### src/rtl/id_ex_stage.sv
// ID/EX pipeline stage: operand forwarding, load-use interlock, stall counter.
// Optional WB-stage bypass source is enabled with `define ID_EX_WB_BYPASS_EN.
module id_ex_stage #(
    parameter int CTRL_W      = 8,
    parameter int STALL_CNT_W = 16
) (
    input  logic                   clk,
    input  logic                   clrn,
    input  logic [4:0]             d_rs,
    input  logic [4:0]             d_rt,
    input  logic                   d_use_rs,
    input  logic                   d_use_rt,
    input  logic [4:0]             d_wn,
    input  logic                   d_wreg,
    input  logic                   d_m2reg,
    input  logic [CTRL_W-1:0]      d_ctrl,
    input  logic [31:0]            d_imm,
    input  logic [31:0]            qa,
    input  logic [31:0]            qb,
    input  logic [4:0]             ex_wn,
    input  logic                   ex_wreg,
    input  logic                   ex_m2reg,
    input  logic [31:0]            ex_alu,
    input  logic [4:0]             mem_wn,
    input  logic                   mem_wreg,
    input  logic                   mem_m2reg,
    input  logic [31:0]            mem_alu,
    input  logic [31:0]            mem_mdata,
`ifdef ID_EX_WB_BYPASS_EN
    input  logic [4:0]             wb_wn,
    input  logic                   wb_wreg,
    input  logic [31:0]            wb_data,
`endif
    input  logic                   flush,
    input  logic                   ex_hold,
    output logic                   stall,
    output logic                   e_valid,
    output logic [31:0]            e_a,
    output logic [31:0]            e_b,
    output logic [31:0]            e_imm,
    output logic [4:0]             e_wn,
    output logic                   e_wreg,
    output logic                   e_m2reg,
    output logic [CTRL_W-1:0]      e_ctrl,
    output logic [STALL_CNT_W-1:0] stall_cnt
);

    logic [31:0]            w_fwd_a;
    logic [31:0]            w_fwd_b;
    logic                   w_lu;
    logic                   w_stall;

    logic                   r_valid;
    logic [31:0]            r_a;
    logic [31:0]            r_b;
    logic [31:0]            r_imm;
    logic [4:0]             r_wn;
    logic                   r_wreg;
    logic                   r_m2reg;
    logic [CTRL_W-1:0]      r_ctrl;
    logic [STALL_CNT_W-1:0] r_stall_cnt;

    // EX beats MEM; a load still in EX cannot forward and is caught by the interlock.
    always_comb begin
        w_fwd_a = qa;
        if (d_rs == 5'd0)
            w_fwd_a = '0;
        else if (ex_wreg && (ex_wn == d_rs) && !ex_m2reg)
            w_fwd_a = ex_alu;
        else if (mem_wreg && (mem_wn == d_rs))
            w_fwd_a = mem_m2reg ? mem_mdata : mem_alu;
`ifdef ID_EX_WB_BYPASS_EN
        else if (wb_wreg && (wb_wn == d_rs))
            w_fwd_a = wb_data;
`endif
    end

    always_comb begin
        w_fwd_b = qb;
        if (d_rt == 5'd0)
            w_fwd_b = '0;
        else if (ex_wreg && (ex_wn == d_rt) && !ex_m2reg)
            w_fwd_b = ex_alu;
        else if (mem_wreg && (mem_wn == d_rt))
            w_fwd_b = mem_m2reg ? mem_mdata : mem_alu;
`ifdef ID_EX_WB_BYPASS_EN
        else if (wb_wreg && (wb_wn == d_rt))
            w_fwd_b = wb_data;
`endif
    end

    assign w_lu = ex_wreg && ex_m2reg && (ex_wn != 5'd0) &&
                  ((d_use_rs && (ex_wn == d_rs)) || (d_use_rt && (ex_wn == d_rt)));

    assign w_stall = ex_hold | (w_lu & ~flush);

    always_ff @(posedge clk) begin
        if (clrn) begin
            r_valid <= 1'b0;
            r_a     <= '0;
            r_b     <= '0;
            r_imm   <= '0;
            r_wn    <= '0;
            r_wreg  <= 1'b0;
            r_m2reg <= 1'b0;
            r_ctrl  <= '0;
        end else if (ex_hold) begin
            r_valid <= r_valid;
        end else if (flush || w_lu) begin
            r_valid <= 1'b0;
            r_a     <= '0;
            r_b     <= '0;
            r_imm   <= '0;
            r_wn    <= '0;
            r_wreg  <= 1'b0;
            r_m2reg <= 1'b0;
            r_ctrl  <= '0;
        end else begin
            r_valid <= 1'b1;
            r_a     <= w_fwd_a;
            r_b     <= w_fwd_b;
            r_imm   <= d_imm;
            r_wn    <= d_wn;
            r_wreg  <= d_wreg;
            r_m2reg <= d_m2reg;
            r_ctrl  <= d_ctrl;
        end
    end

    always_ff @(posedge clk) begin
        if (clrn)
            r_stall_cnt <= '0;
        else if (w_stall && (r_stall_cnt != '1))
            r_stall_cnt <= r_stall_cnt + STALL_CNT_W'(1);
    end

    assign stall     = w_stall;
    assign e_valid   = r_valid;
    assign e_a       = r_a;
    assign e_b       = r_b;
    assign e_imm     = r_imm;
    assign e_wn      = r_wn;
    assign e_wreg    = r_wreg;
    assign e_m2reg   = r_m2reg;
    assign e_ctrl    = r_ctrl;
    assign stall_cnt = r_stall_cnt;

endmodule

### config.mk
export PLATFORM = sky130hd
export DESIGN_NAME = id_ex_stage
export DESIGN_NICKNAME = d
export VERILOG_FILES = /design/src/rtl/id_ex_stage.sv
export SDC_FILE = /design/constraint.sdc
export NUM_CORES = 1
export LEC_CHECK = 0
export CAP_MARGIN = 20
export CELL_PAD_IN_SITES_DETAIL_PLACEMENT = 1
export CELL_PAD_IN_SITES_GLOBAL_PLACEMENT = 2
export CORE_UTILIZATION = 22
export DETAILED_ROUTE_END_ITERATION = 10
export GPL_ROUTABILITY_DRIVEN = 0
export PLACE_DENSITY_LB_ADDON = 0.3
export SLEW_MARGIN = 10
export SYNTH_ARGS = -nofsm -noshare
export SYNTH_HDL_FRONTEND = slang
export SYNTH_SLANG_ARGS = --single-unit
### constraint.sdc
create_clock -name clk -period 2.8 [get_ports clk]
set_clock_uncertainty 0.1 [all_clocks]
set_input_delay 0.56 -clock clk [delete_from_list [all_inputs] [get_ports clk]]
set_output_delay 0.56 -clock clk [all_outputs]
set_load 0.1 [all_outputs]
==> results.cfg <==
[hold_path]
hp-class = reg2reg
holdPathStages = 2

[clock_network]
ctsHoldBuffers = 0
cts_root_buf = clkbuf_16
clock_latency_ps = 420
cts_sinks = 128
clockBufferDepth = 2
h-tree-depth = 4
cts_buffers = 17
clk_pin_slew_ps = 70
cts_tree = yes

[timing]
tightest_slew_ps = 543.1
period_minus_slack_ps = 2724
max_freq_mhz = 367.1
slew_violations = 0
period_share = 0.9729
relSlewSlack = 0.6379
setup_viol = 0
finalSetupTns_ps = 0
rsz0062_at_grt = no
hold_violations = 0
hold_slack_ps = 408.7

[detailed_routing]
via_per_inst = 4.942
dr.first_iter.drc_count = 324
vias = 7773
postRouteAntennaNets = 0
wl_per_cell_um = 19.72
drc = 0
firstDrtPassIters = 5
wl_um = 31020

[yosys]
syn_area_per_cell_um2 = 8.716
synth_cells = 805
seq_area_frac_synth = 0.3652
synth_flop_cell = dfxtp_1
syn_area_mm2 = 0.007017
yosys_warnings = 0
synth_cell_types = 41
synth-seq-cells = 128
ys_async_sr_fraction = 0
synth.net_count = 1043
synth_edf_count = 0

[grt]
gr-total-overflow = 0
grt_pass1_wl_um = 47540
antenna_found_initial = 0
grt_use_met2 = 0.3319
grtUsageMet3 = 0.05194
grt_pass1_vias = 8218
met1_usage = 0.2198
gr-max-usage-layer = met2
grt_max_degree = 105
grt.total_usage = 0.1868

[floorplan]
die_x_um = 180.6
floorplan.initialDensity = 0.2229
die_area_mm2 = 0.03261
ios = 366
core_mm2 = 0.03147
core.rowCount = 65
die_h_um = 180.6

[worst_setup_path]
timing.critical_path.slowest_stage_cell = nor4_2
worstPathArrival_ps = 2060
required_ps = 2140
path_cells = dlygate4sd2_1 -> xor2_1 -> nor4_2 -> buf_4 -> a32o_2 -> a21o_1 -> buf_12
worstSetupPathType = in2out
start_kind = primary input
crit_fanout = 3
end_kind = output port
ff2ff_path_depth = 8
max_stage_delay_ps = 340

[pwr]
max-vdd-ir-drop_mv = 0.2643
p_total_w = 0.005715
power.leakage_nw = 4.725
power_density_mw_per_mm2 = 484.9

[placement]
portBuffers = 365
dpl_cell_area_mm2 = 0.01103
place_hpwl_um = 21660

[finish]
synthToLayoutAreaGrowth_pct = 67.96
diodes = 0
drive_gt1_frac = 0.2673
nFillCells = 3640
final_area_mm2 = 0.01179
fin_nets = 1396

[status]
status = complete, no violations

[flow_run]
drv_cap = 0
## final timing paths
| check | slack (ps) | start | to |
|---|---|---|---|
| setup / recovery | 80 | d_rs[1] | stall |
| setup reg to reg | 420 | stall_cnt[0]$_SDFFE_PP0P_ | stall_cnt[1]$_SDFFE_PP0P_ |
| hold reg to reg | 410 | e_valid$_SDFFE_PP0N_ | e_valid$_SDFFE_PP0N_ |
| hold / removal | 410 | e_valid$_SDFFE_PP0N_ | e_valid$_SDFFE_PP0N_ |
## area by class of cell
| type | instances | area, µm² | share of cell area |
|---|---|---|---|
| Clock buffer | 17 | 425.4 | 0.03610 |
| Clock inverter | 15 | 163.9 | 0.01391 |
| Inverter | 34 | 127.6 | 0.01083 |
| Multi-Input combinational cell | 563 | 4066 | 0.3450 |
| Sequential cell | 128 | 2565 | 0.2176 |
| Tap cell | 402 | 503.0 | 0.04268 |
| Timing Repair Buffer | 414 | 3934 | 0.3338 |
## stage by stage
step,worst slack (ps),util,cells
floorplan,76.33,-,805
global placement,-214.5,0.3503,1530
detailed placement,-245.4,0.3503,1530
CTS,0.5591,0.3713,1569
global route,35.25,0.3744,1573
finish,75.98,0.3744,1573
## layer usage
metal | up-vias | wire [µm]
li1 | 3715 | -
met2 | 249 | 15510
met4 | 0 | 369
met3 | 21 | 1893
met1 | 3788 | 13250
met5 | - | 0
## state kept, by name, indices dropped and copies added, names as in the netlist
signal     flops
e_a           32
e_imm         32
e_valid        1
e_wreg         1
stall_cnt     16
e_b           32
e_wn           5
e_ctrl         8
e_m2reg        1
## cells by family (layout without fill, tap and decap cells)
family,after synthesis,after routing,share of synthesized area
flops,128,128,0.3652
fa+ha+maj,1,1,0.001783
buf+inv,114,480,0.06722
compound gates,208,208,0.2282
xor+xnor,21,21,0.02621
mux,98,98,0.1571
simple gates,235,235,0.1542
## critical path: cells and delay by family
family	cells	cell delay, ps
XOR/XNOR	1	180
AND/OR/NAND/NOR	1	340
AO/OA/AOI/OAI	2	340
buffers and inverters	3	640
## repair_timing
action,CTS,global route
buffers inserted,7,3
pin swaps,3,3
endpoints found under the setup margin,1,4
resized for setup,13,15
gates cloned,0,1
## power by group
part	total [W]	switching [W]	leakage (nW)	internal, W
sequential	0.00193	0.0000468	1.04	0.00189
clock	0.00229	0.00102	0.281	0.00127
combinational	0.00149	0.000861	3.40	0.000629
total	0.00572	0.00193	4.73	0.00378
## synthesized netlist by cell type, types with 3 or more instances
cell | count | share of area
dfxtp_1 | 128 | 0.37
nor2_1 | 119 | 0.064
a22oi_1 | 111 | 0.12
mux2_2 | 81 | 0.13
nor3_1 | 68 | 0.049
a221oi_1 | 64 | 0.080
clkbuf_1 | 62 | 0.033
inv_1 | 34 | 0.018
xor2_1 | 17 | 0.021
mux2_1 | 16 | 0.026
a21oi_1 | 13 | 0.0093
buf_2 | 11 | 0.0078
or3_1 | 9 | 0.0080
nand2_1 | 8 | 0.0043
nand3_1 | 7 | 0.0050
buf_4 | 6 | 0.0064
o21ai_0 | 6 | 0.0043
and3_1 | 5 | 0.0045
nand4_1 | 4 | 0.0036
nor4_1 | 4 | 0.0036
xnor2_1 | 4 | 0.0050
o31ai_1 | 3 | 0.0032
or4_1 | 3 | 0.0032
## cells in the final DEF (no fill, tap or decap), types with 4 or more instances in the layout
cell and count:
o21ai_0 6, clkdlybuf4s50_1 221, a221oi_1 57, inv_1 34
nor2_1 119, dlymetal6s2s_1 4, xor2_1 17, inv_6 7
dfxtp_1 126, nand3_1 7, a22oi_1 111, nand2_1 7
a21oi_1 13, a221oi_2 7, or3_1 9, buf_4 159
mux2_1 16, buf_12 17, mux2_2 81, xnor2_1 4
dlygate4sd2_1 8, nand4_1 4, nor3_1 68, clkbuf_16 18
Note: power is estimated with default switching activity, not from simulation.
